--- src/rtl/fifo_rd_stream.sv ---
// Read-side drain adapter for async_fifo: turns rden/empty/registered-rdata into a
// valid/ready stream through a 2-entry buffer, popping only when a slot is guaranteed.
module fifo_rd_stream #(
   parameter int DATA_WIDTH = 8,
   parameter int CNT_WIDTH  = 16
) (
   input  logic                  i_clk,
   input  logic                  i_rst_n,
   output logic                  o_fifo_rden,
   input  logic [DATA_WIDTH-1:0] i_fifo_rdata,
   input  logic                  i_fifo_empty,
   output logic                  o_valid,
   output logic [DATA_WIDTH-1:0] o_data,
   input  logic                  i_ready,
   output logic [1:0]            o_level,
   output logic [CNT_WIDTH-1:0]  o_count
);

   logic [1:0]            occ_q, occ_d;
   logic                  infl_q, infl_d;
   logic                  head_q, head_d;
   logic                  tail_q, tail_d;
   logic [DATA_WIDTH-1:0] slot0_q, slot0_d;
   logic [DATA_WIDTH-1:0] slot1_q, slot1_d;
   logic [CNT_WIDTH-1:0]  count_q, count_d;
   logic                  pop_s;
   logic [2:0]            credit_s;

   assign o_valid = (occ_q != 2'd0);
   assign pop_s   = o_valid & i_ready;

   // Occupancy after this edge, counting the word already in flight; never
   // underflows because a pop needs at least one buffered word.
   assign credit_s    = {1'b0, occ_q} + {2'b00, infl_q} - {2'b00, pop_s};
   assign o_fifo_rden = i_rst_n & ~i_fifo_empty & (credit_s < 3'd2);

   assign o_data  = head_q ? slot1_q : slot0_q;
   assign o_level = occ_q;
   assign o_count = count_q;

   // Next-state: land the in-flight word at tail, retire the head on a pop.
   always_comb begin
      occ_d   = credit_s[1:0];
      infl_d  = o_fifo_rden;
      head_d  = head_q;
      tail_d  = tail_q;
      slot0_d = slot0_q;
      slot1_d = slot1_q;
      count_d = count_q;
      if (infl_q) begin
         if (tail_q) begin
            slot1_d = i_fifo_rdata;
         end else begin
            slot0_d = i_fifo_rdata;
         end
         tail_d = ~tail_q;
      end else begin
         tail_d = tail_q;
      end
      if (pop_s) begin
         head_d  = ~head_q;
         count_d = count_q + {{(CNT_WIDTH-1){1'b0}}, 1'b1};
      end else begin
         head_d  = head_q;
         count_d = count_q;
      end
   end

   // State registers; reset discards buffered and in-flight words alike.
   always_ff @(posedge i_clk or negedge i_rst_n) begin
      if (!i_rst_n) begin
         occ_q   <= 2'd0;
         infl_q  <= 1'b0;
         head_q  <= 1'b0;
         tail_q  <= 1'b0;
         slot0_q <= {DATA_WIDTH{1'b0}};
         slot1_q <= {DATA_WIDTH{1'b0}};
         count_q <= {CNT_WIDTH{1'b0}};
      end else begin
         occ_q   <= occ_d;
         infl_q  <= infl_d;
         head_q  <= head_d;
         tail_q  <= tail_d;
         slot0_q <= slot0_d;
         slot1_q <= slot1_d;
         count_q <= count_d;
      end
   end

endmodule

--- config.mk ---
export PLATFORM = sky130hd
export DESIGN_NAME = fifo_rd_stream
export DESIGN_NICKNAME = d
export VERILOG_FILES = /design/src/rtl/fifo_rd_stream.sv
export SDC_FILE = /design/constraint.sdc
export NUM_CORES = 1
export LEC_CHECK = 0
export CORE_MARGIN = 4
export CORE_UTILIZATION = 44
export DETAILED_ROUTE_END_ITERATION = 12
export MAX_ROUTING_LAYER = met4
export PLACE_DENSITY = 0.75
export SLEW_MARGIN = 20
export SYNTH_ARGS = -nofsm -noshare
export SYNTH_HDL_FRONTEND = slang
export SYNTH_SLANG_ARGS = --single-unit
--- constraint.sdc ---
create_clock -name i_clk -period 2.25 [get_ports i_clk]
set_input_delay 0.45 -clock i_clk [delete_from_list [all_inputs] [get_ports i_clk]]
set_output_delay 0.45 -clock i_clk [all_outputs]
set_load 0.01 [all_outputs]
==> results_dict.tcl <==
set metrics [dict create \
    status "finished, violations left" \
    violations "setup timing" \
    crit_path_max_fanout 2 \
    clock_latency_ns 0.28 \
    async_reset_ff_share_pct 100 \
    first_pass_iters 4 \
    synth-seq-cells 37 \
    endpoint_kind "output port" \
    io_pins 40 \
    p_leak_nw 0.958 \
    clk_pin_slew_worst_paths_ns 0.07 \
    n_antenna_cell 0 \
    multi_input_area_um2 739 \
    rsz0062_at_grt "yes" \
    clockBufferDepth 2 \
    fillers 284 \
    worst-setup-path-type "reg2out" \
    setup_viol 1 \
    layoutNonFillerInstCount 221 \
    gp_congestion 0.804 \
    cts.htree.levels 2 \
    ys_seq_area_share_pct 56.2 \
    synth_cell_types 23 \
    skew_ns 0.00963 \
    wl_per_cell_um 13.7 \
    hold_viol 0 \
    grt_usage_pct 14.4 \
    min_period_over_period_pct 123 \
    yosys.area.top_type "dfrtp_1" \
    core-area_um2 3470 \
    critPathLaunchType "flip-flop" \
    cts_post_setup_buffers_inserted 0 \
    tightest_slew_ns 0.463 \
    cts-root-buf "clkbuf_8" \
    worst_ep_arrival_time_ns 2.32 \
    ys.flop_type "dfrtp_1" \
    synth_enable_flop_cells 0 \
    row_count 21 \
    relSlewSlack_pct 69.1 \
    numPortBuffers 39 \
    initial_core_util_pct 47.5 \
    vias_per_cell 4.91 \
    max_freq_mhz 361 \
    cts_sinks 37 \
    die_area_um2 4790 \
    utilization_pct 65.4 \
    setup_tns_ns -0.520 \
    numCtsBuffers 5 \
    syn_area_um2 1650 \
    peakVddDrop_mv 0.698 \
    finalWorstSetupSlack_ns -0.520 \
    layout_min_cycle_time_ns 2.77 \
    grt_pass1_vias 1144 \
    syn_to_final_growth_pct 37.7 \
    synthCells 122 \
    hold_buffers 0 \
    maxCapViolations 0 \
    synth_most_common_cell "dfrtp_1" \
    worstPathRequired_ns 1.80 \
    final_nets 190 \
    synth_nets 138 \
    hold_class "in2async" \
    fp.dieH_um 69.2 \
    drive_gt1_share_pct 33.1 \
    antenna_left 0 \
    maxSlewViolCount 0 \
    antenna_found_initial 0 \
    power_density_nw_per_um2 1270 \
    cts_tree "done" \
    ys_top_cells_by_count "dfrtp_1, mux2_2, xnor2_1" \
    dr.first_iter.drc_count 59 \
    ys_warn_count 0 \
    grt_max_degree 38 \
    grt_first_pass_wirelength_mm 5.39 \
    routed_wl_mm 3.04 \
    dieWidth_um 69.2 \
    vias 1085 \
    netlist.area_leader.share_pct 56.2 \
    synth_area_leaders "dfrtp_1, mux2_2, xnor2_1" \
    regArea_um2 930 \
    syn_area_per_cell_um2 13.5 \
    whs_ns 0.250 \
    dp_hpwl_mm 2.30 \
    place_inst 213 \
    grt_overflow 0 \
    drc 0 \
    finalPower_w 0.00288 \
]
-- metal layers --
| layer | track usage, % | vias up | share of wire, % |
|---|---|---|---|
| li1 | - | 522 | - |
| met1 | 18.3 | 531 | 47 |
| met2 | 21.9 | 27 | 48 |
| met3 | 4.06 | 5 | 4.2 |
| met4 | 5.21 | 0 | 1.5 |
| met5 | - | - | 0 |
-- cell usage in the layout (no fill, tap or decap), types with 2 or more instances in the layout --
master,Yosys,routed
buf_2,0,2
buf_4,0,7
clkbuf_8,0,5
clkdlybuf4s50_1,0,36
clkinv_2,0,2
dfrtp_1,37,34
dfrtp_2,0,3
ha_4,0,2
inv_1,6,5
mux2_2,24,24
nand2_1,8,8
nand3_1,6,6
nand4_1,4,4
nor2_1,2,2
nor3_2,2,2
xnor2_1,15,14
xor2_1,3,3
-- cell families (layout without fill, tap and decap cells) --
group | count (synthesis) | in the layout | share of synthesized area, %
compound gates | 1 | 1 | 0.987
fa+ha+maj | 4 | 4 | 3.49
buf+inv | 8 | 61 | 1.97
simple gates | 30 | 30 | 11.4
mux | 24 | 24 | 16.4
xor+xnor | 18 | 18 | 9.57
flops | 37 | 37 | 56.2
-- final cells by class --
class / instances / area share [%]
Clock inverter: 2 / 0.441
Tap cell: 46 / 2.54
Sequential cell: 37 / 41.0
Inverter: 7 / 1.27
Multi-Input combinational cell: 77 / 32.6
Clock buffer: 6 / 3.20
Timing Repair Buffer: 46 / 19.0
-- through the flow --
stage,cell area (µm²),setup WS (ns)
2_1_floorplan,1690,-0.276
3_3_place_gp,2180,-1.06
3_5_place_dp,2180,-1.12
4_1_cts,2270,-0.562
5_1_grt,2270,-0.619
6_report,2270,-0.520
-- where the power goes --
group	total, W	leakage (nW)	internal (W)	switching [W]
clock	0.000431	0.0450	0.000214	0.000217
sequential	0.00114	0.463	0.000919	0.000218
combinational	0.00131	0.450	0.000818	0.000496
-- repair_timing --
action,in CTS,in global routing
resized for setup,6,1
endpoints found under the setup margin,1,2
pin swaps,5,1
gates cloned,0,0
-- state kept, by name (all words and copies together), names as in the netlist --
signal and count:
infl_q 1, o_level 2, o_count 16, slot1_q 8, tail_q 1, head_q 1, slot0_q 8
-- worst max-delay path, cell delays in order, from the launching register on --
cell,delay [ns]
dfrtp_2,0.42
o21ai_4,0.19
inv_4,0.05
ha_4,0.26
inv_2,0.04
ha_4,0.14
fa_2,0.34
xnor2_2,0.15
nor4b_4,0.27
buf_2,0.17
-- final timing paths --
path	start	to	slack, ns	cells after the start
setup / recovery	o_level[0]	o_fifo_rden	-0.52	9
hold / removal	i_rst_n	slot0_q[2]	0.25	2
setup reg to reg	o_level[0]	infl_q	0.28	8
hold reg to reg	o_count[15]	o_count[15]	0.47	1
max in group asynchronous	i_rst_n	o_level[0]	1.65	2
min in group i_clk	i_rst_n	infl_q	0.46	2
Note: power is estimated with default switching activity, not from simulation.
